$ cat src/rtl/inv_mat_mul_serial.sv
// inv_mat_mul_serial
//   Sequential inverse of the nibble-wise GF(2) matrix layer. A 4x4 binary
//   matrix M is inverted by Gauss-Jordan elimination, one column per cycle.
//   M^-1 is then applied to each of the 16 nibbles of the latched state, one
//   nibble per cycle.
//
//   Matrix encoding: row k (output bit k) is matrix[4k+3:4k], and
//   M[k][j] = matrix[4k+j].
//
// Ports
//   clk       in   1   rising-edge clock
//   rst_n     in   1   asynchronous active-low reset
//   start     in   1   job request, sampled only in IDLE
//   in        in   64  state to decode, nibble i = in[4i+3:4i]
//   matrix    in   16  forward matrix
//   out       out  64  decoded state, x = M^-1 * y per nibble
//   busy      out  1   high during inversion and application
//   done      out  1   one-cycle completion pulse
//   singular  out  1   M not invertible; held until the next accepted start
module inv_mat_mul_serial (
  input  logic        clk,
  input  logic        rst_n,
  input  logic        start,
  input  logic [63:0] in,
  input  logic [15:0] matrix,
  output logic [63:0] out,
  output logic        busy,
  output logic        done,
  output logic        singular
);

  localparam logic [1:0] S_IDLE = 2'd0;
  localparam logic [1:0] S_INV  = 2'd1;
  localparam logic [1:0] S_APP  = 2'd2;
  localparam logic [1:0] S_FIN  = 2'd3;

  logic [1:0]  state;
  logic [63:0] in_q;
  logic [15:0] a_q;      // working matrix, reduced toward identity
  logic [15:0] b_q;      // accumulator, ends as M^-1
  logic [1:0]  col;
  logic [3:0]  nib;
  logic        sing_q;

  // Elimination step for the current column
  logic        pivot_found;
  logic [1:0]  pivot;
  logic [3:0]  a_row [4];
  logic [3:0]  b_row [4];
  logic [3:0]  a_sw  [4];
  logic [3:0]  b_sw  [4];
  logic [15:0] a_nx;
  logic [15:0] b_nx;

  // Application step for the current nibble
  logic [3:0]  cur_nib;
  logic [3:0]  app_bits;

  always_comb begin
    pivot_found = 1'b0;
    pivot       = '0;
    a_nx        = '0;
    b_nx        = '0;
    for (int unsigned r = 0; r < 4; r++) begin
      a_row[r] = a_q[4*r +: 4];
      b_row[r] = b_q[4*r +: 4];
    end

    // Lowest row at or below the diagonal with a one in this column
    for (int unsigned r = 0; r < 4; r++) begin
      if (!pivot_found && (r >= {30'd0, col}) && a_row[r][col]) begin
        pivot_found = 1'b1;
        pivot       = r[1:0];
      end
    end

    for (int unsigned r = 0; r < 4; r++) begin
      a_sw[r] = a_row[r];
      b_sw[r] = b_row[r];
    end
    a_sw[col]   = a_row[pivot];
    a_sw[pivot] = a_row[col];
    b_sw[col]   = b_row[pivot];
    b_sw[pivot] = b_row[col];

    // Clear this column in every other row using the (post-swap) pivot row
    for (int unsigned r = 0; r < 4; r++) begin
      if ((r[1:0] != col) && a_sw[r][col]) begin
        a_nx[4*r +: 4] = a_sw[r] ^ a_sw[col];
        b_nx[4*r +: 4] = b_sw[r] ^ b_sw[col];
      end else begin
        a_nx[4*r +: 4] = a_sw[r];
        b_nx[4*r +: 4] = b_sw[r];
      end
    end
  end

  always_comb begin
    cur_nib  = in_q[{nib, 2'b00} +: 4];
    app_bits = '0;
    for (int unsigned k = 0; k < 4; k++) begin
      app_bits[k] = ^(cur_nib & b_q[4*k +: 4]);
    end
  end

  always_ff @(posedge clk or negedge rst_n) begin
    if (!rst_n) begin
      state  <= S_IDLE;
      in_q   <= '0;
      a_q    <= '0;
      b_q    <= '0;
      col    <= '0;
      nib    <= '0;
      out    <= '0;
      sing_q <= 1'b0;
    end else begin
      case (state)
        S_IDLE: begin
          if (start) begin
            in_q   <= in;
            a_q    <= matrix;
            b_q    <= 16'h8421;
            out    <= '0;
            sing_q <= 1'b0;
            col    <= '0;
            state  <= S_INV;
          end
        end
        S_INV: begin
          if (!pivot_found) begin
            sing_q <= 1'b1;
            state  <= S_FIN;
          end else begin
            a_q <= a_nx;
            b_q <= b_nx;
            if (col == 2'd3) begin
              nib   <= '0;
              state <= S_APP;
            end else begin
              col <= col + 2'd1;
            end
          end
        end
        S_APP: begin
          out[{nib, 2'b00} +: 4] <= app_bits;
          if (nib == 4'd15) begin
            state <= S_FIN;
          end else begin
            nib <= nib + 4'd1;
          end
        end
        default: begin
          state <= S_IDLE;
        end
      endcase
    end
  end

  assign busy     = (state == S_INV) || (state == S_APP);
  assign done     = (state == S_FIN);
  assign singular = sing_q;

endmodule
$ cat config.mk
export PLATFORM = sky130hd
export DESIGN_NAME = inv_mat_mul_serial
export DESIGN_NICKNAME = d
export VERILOG_FILES = /design/src/rtl/inv_mat_mul_serial.sv
export SDC_FILE = /design/constraint.sdc
export NUM_CORES = 1
export LEC_CHECK = 0
export CORE_MARGIN = 3
export CORE_UTILIZATION = 50
export DETAILED_ROUTE_END_ITERATION = 12
export HOLD_SLACK_MARGIN = 0.02
export PLACE_DENSITY = 0.77
export SLEW_MARGIN = 20
export SYNTH_ARGS = -nofsm -noshare
export SYNTH_HDL_FRONTEND = slang
export SYNTH_SLANG_ARGS = --single-unit
$ cat constraint.sdc
create_clock -name clk -period 3.9 [get_ports clk]
set_input_delay 0.39 -clock clk [delete_from_list [all_inputs] [get_ports clk]]
set_output_delay 0.39 -clock clk [all_outputs]
set_load 0.005 [all_outputs]
==> run summary <==
• status: completed
• final cell count without fillers: 1510
• first-pass GRT wire length: 51.92 mm
• buffer count from post-CTS setup fixing: 0
• net switching fraction of the power: 0.4908
• worst setup margin: 343.3 ps
• final count of negative-setup-slack endpoints: 0
• detailed-router iteration count before antenna repair: 6
• setup repair after global routing missed its margin: no
• Largest stage delay, worst path: 490 ps
• share of final-layout standard cells stronger than drive strength 1: 0.1696
• total wire length: 32.72 mm
• post-CTS resize count: 0
• count of endpoints failing hold in the final timing report: 0
• gp weighted congestion: 1.012
• Hold-fix buffers, CTS: 1
• power density over the cells: 1014 nW/um^2
• slew margin rel.: 0.3110
• Critical Path AT: 3810 ps
• Syn Nets: 1165
• ANT nets after route: 0
• wire length per cell: 21.67 um
• GR Layer Usage met3: 0.07414
• pre-CTS setup slack: 430.2 ps
• Die Span X: 149 um
• largest fanout on the critical path: 11
• GR Util met1: 0.4138
• worst min path class: in -> async
• number of H-tree branching levels: 4
• count of boundary I/O pins: 150
• root buf cell: sky130_fd_sc_hd__clkbuf_16
• number of flops mapped to enable cells by yosys: 0
• average instance area after synthesis: 9.565 um^2
• top flip-flop cell by instance count after synthesis: sky130_fd_sc_hd__dfrtp_1
• Yosys Warn Count: 0
• total leakage power: 5.297 nW
• most utilized layer in the global route result: met2
• Switch Pwr: 0.006388 W
• DRC errors left: 0
• Clock Skews: 13.40 ps
• Post-Synthesis Cells: 1069
• clock network latency to the later pin of the worst-skew pair: 450 ps
• largest net degree at the start of global routing: 82
• Placed Cells incl. Taps: 1478
• CTS tree: done
• CTS Buf Count: 17
• Max VDD drop: 0.6041 mV
• GR Util All Layers: 0.2976
• total design power: 0.01301 W
• clock-pin slew of the registers on the worst-case setup and hold paths: 70 ps
• Internal Pwr Total: 0.006627 W
• synthesized flop and latch total: 169
• clock sink count: 169
• count of buffers from port buffering: 149
• number of global-route vias before repair: 9303
• met2 Track Usage GR: 0.4612
• relative contribution of sequential cells to total power: 0.214
• site row count: 51
• Worst EP required: 4150 ps
• largest buffer count on any clock path: 2
• effective utilization at floorplan: 0.5169
• Critical Path, Cell by Cell: buf_4 -> ha_1 -> nor2b_1 -> a221oi_2 -> a21o_1 -> buf_4 -> a2111oi_2 -> a221oi_1 -> o211ai_1 -> nand3_1 -> xnor2_1 -> a22oi_1
• CP Capture Type: register
• portion of total power attributed to the clock network: 0.133
• initial antenna violation count: 1
• floorplan die area: 22200 um^2
• register area share after synthesis: 0.4136
• number of max-cap violations: 0
• worst slew pin tran: 1030 ps
• Most Frequent Cell on Critical Path: sky130_fd_sc_hd__buf_4
• GRT Residual Overflow: 0
• share of flip-flops with an asynchronous set or reset: 1.000
• max-slew violation total from the final report: 0
• final period demand of the worst path: 3557 ps
• post-synth design cell area: 10220 um^2
• largest delay contributor family on the critical path: compound AO/OA/AOI/OAI gates
• CP max stage cell: sky130_fd_sc_hd__a2111oi_2
• area grow syn2layout: 25.48%
• CORE AREA: 19780 um^2
• Net count, final: 1329
• overall die height: 149 um
• logic gate share of total power: 0.652
• via count of the routed design: 9428
• crit path buf inv count: 2
• vias per cell: 6.244
• count of routing violations after the opening detailed-route iteration: 1074
• Setup TNS Final: 0 ps
• DP HPWL: 23.82 mm
• Startpoint Class: register
• upper clock frequency limit: 0.2812 GHz
• Critical Setup Path Class: reg -> reg
• share of the cycle needed by the critical path after routing: 0.9120
• count of distinct cell types in the synthesized netlist: 73
-- synth_stat cells, types with 7 or more instances --
cell                       count  share of area
sky130_fd_sc_hd__a21o_1       10         0.0073
sky130_fd_sc_hd__a21oi_1      43          0.021
sky130_fd_sc_hd__a221oi_1      8         0.0069
sky130_fd_sc_hd__and3_1       20          0.012
sky130_fd_sc_hd__buf_2        10         0.0049
sky130_fd_sc_hd__clkbuf_1     41          0.015
sky130_fd_sc_hd__dfrtp_1     169           0.41
sky130_fd_sc_hd__ha_1         13          0.016
sky130_fd_sc_hd__inv_1        38          0.014
sky130_fd_sc_hd__mux2_2       71          0.078
sky130_fd_sc_hd__mux2i_1      33          0.032
sky130_fd_sc_hd__mux4_2       21          0.046
sky130_fd_sc_hd__nand2_1     157          0.058
sky130_fd_sc_hd__nand3_1      20         0.0098
sky130_fd_sc_hd__nor2_1       54          0.020
sky130_fd_sc_hd__nor2b_1      12         0.0073
sky130_fd_sc_hd__nor3_1       19         0.0093
sky130_fd_sc_hd__nor4_1       10         0.0061
sky130_fd_sc_hd__o211ai_1      9         0.0066
sky130_fd_sc_hd__o21ai_0      89          0.044
sky130_fd_sc_hd__o21ai_1      16         0.0078
sky130_fd_sc_hd__o221ai_1      8         0.0069
sky130_fd_sc_hd__o22ai_1      31          0.019
sky130_fd_sc_hd__o31ai_1       7         0.0051
sky130_fd_sc_hd__or3_1        12         0.0073
sky130_fd_sc_hd__xnor2_1      15          0.013
sky130_fd_sc_hd__xor2_1       17          0.015
-- routing by layer --
metal,wire length [um],vias up
li1,-,4251
met5,0,-
met2,14890,527
met4,908,0
met3,3216,81
met1,13710,4569
-- sequential cells by signal (all words and copies together) (netlist names) --
| register | cells |
|---|---|
| state | 2 |
| singular | 1 |
| b_q | 16 |
| a_q | 16 |
| col | 2 |
| out | 64 |
| nib | 4 |
| in_q | 64 |
-- cells in the final DEF, fill, tap and decap left out, types with 6 or more instances in the layout --
cell / Yosys / layout
sky130_fd_sc_hd__o21ai_0: 89 / 89
sky130_fd_sc_hd__and3_1: 20 / 20
sky130_fd_sc_hd__a21o_1: 10 / 10
sky130_fd_sc_hd__nor2b_1: 12 / 12
sky130_fd_sc_hd__nor2_1: 54 / 54
sky130_fd_sc_hd__nor4_1: 10 / 10
sky130_fd_sc_hd__or2_2: 6 / 6
sky130_fd_sc_hd__o221ai_1: 8 / 8
sky130_fd_sc_hd__nand2_1: 157 / 156
sky130_fd_sc_hd__clkdlybuf4s50_1: 0 / 148
sky130_fd_sc_hd__nand3_1: 20 / 20
sky130_fd_sc_hd__a211oi_1: 6 / 6
sky130_fd_sc_hd__nor3_1: 19 / 19
sky130_fd_sc_hd__o22ai_1: 31 / 30
sky130_fd_sc_hd__xnor2_1: 15 / 15
sky130_fd_sc_hd__a31oi_1: 6 / 6
sky130_fd_sc_hd__o21ai_1: 16 / 16
sky130_fd_sc_hd__o31ai_1: 7 / 7
sky130_fd_sc_hd__mux2_2: 71 / 71
sky130_fd_sc_hd__clkbuf_16: 0 / 17
sky130_fd_sc_hd__mux4_2: 21 / 21
sky130_fd_sc_hd__buf_4: 5 / 56
sky130_fd_sc_hd__ha_1: 13 / 13
sky130_fd_sc_hd__dfrtp_1: 169 / 168
sky130_fd_sc_hd__a221oi_1: 8 / 8
sky130_fd_sc_hd__mux2i_1: 33 / 33
sky130_fd_sc_hd__o211ai_1: 9 / 9
sky130_fd_sc_hd__or3_1: 12 / 12
sky130_fd_sc_hd__a21oi_1: 43 / 43
sky130_fd_sc_hd__inv_1: 38 / 38
sky130_fd_sc_hd__xor2_1: 17 / 17
-- final cells by class --
type / instances / area (um^2)
fillers: 1608 / 6952
multi-input cells: 796 / 5545
flip-flops and latches: 169 / 4230
diodes: 1 / 2.502
repair buffers: 209 / 1983
clock buffers: 17 / 425.4
clock inverters: 13 / 161.4
inverters: 40 / 150.1
well taps: 265 / 331.6
-- metrics by stage --
step                      utilization  hold WS [ps]  instance area [um^2]
after floorplan                     -         94.41                 10230
after global placement         0.6183         388.8                 12230
after detailed placement       0.6183         393.2                 12230
after CTS                      0.6485         487.1                 12830
after global routing           0.6485         511.4                 12830
final                          0.6486         481.5                 12830
-- final timing paths --
path                            slack, ps        to  cells past startpoint     from
worst max-delay path                  340    b_q[0]                     12   col[1]
worst min-delay path                  480  in_q[54]                      2    rst_n
worst max register to register        340    b_q[0]                     12   col[1]
worst min register to register        480   out[11]                      2  out[11]
max in group asynchronous            2550  in_q[15]                      3    rst_n
min in group clk                      480   out[11]                      2  out[11]
-- power groups by stage --
stage | sequential, W | combinational (W) | clock, W
finish | 0.00279 | 0.00849 | 0.00174
global route | 0.00285 | 0.00909 | 0.00182
CTS | 0.00277 | 0.00829 | 0.00174
detailed placement | 0.00280 | 0.00823 | 0
global placement | 0.00277 | 0.00818 | 0
floorplan | 0.00258 | 0.00580 | 0
-- kinds of logic (layout without fill, tap and decap cells) --
| group | count (synthesis) | after routing | synth area share |
|---|---|---|---|
| DFF | 169 | 169 | 0.4136 |
| xor gates and xnor gates | 32 | 32 | 0.02741 |
| and+or+nand+nor | 331 | 331 | 0.1478 |
| AOI/OAI and AO/OA | 295 | 295 | 0.1936 |
| other | 0 | 1 | 0 |
| adders and majority gates | 13 | 13 | 0.01591 |
| buffers and inverters | 104 | 279 | 0.04491 |
| muxes | 125 | 125 | 0.1568 |
(Power assumes the default switching activity.)
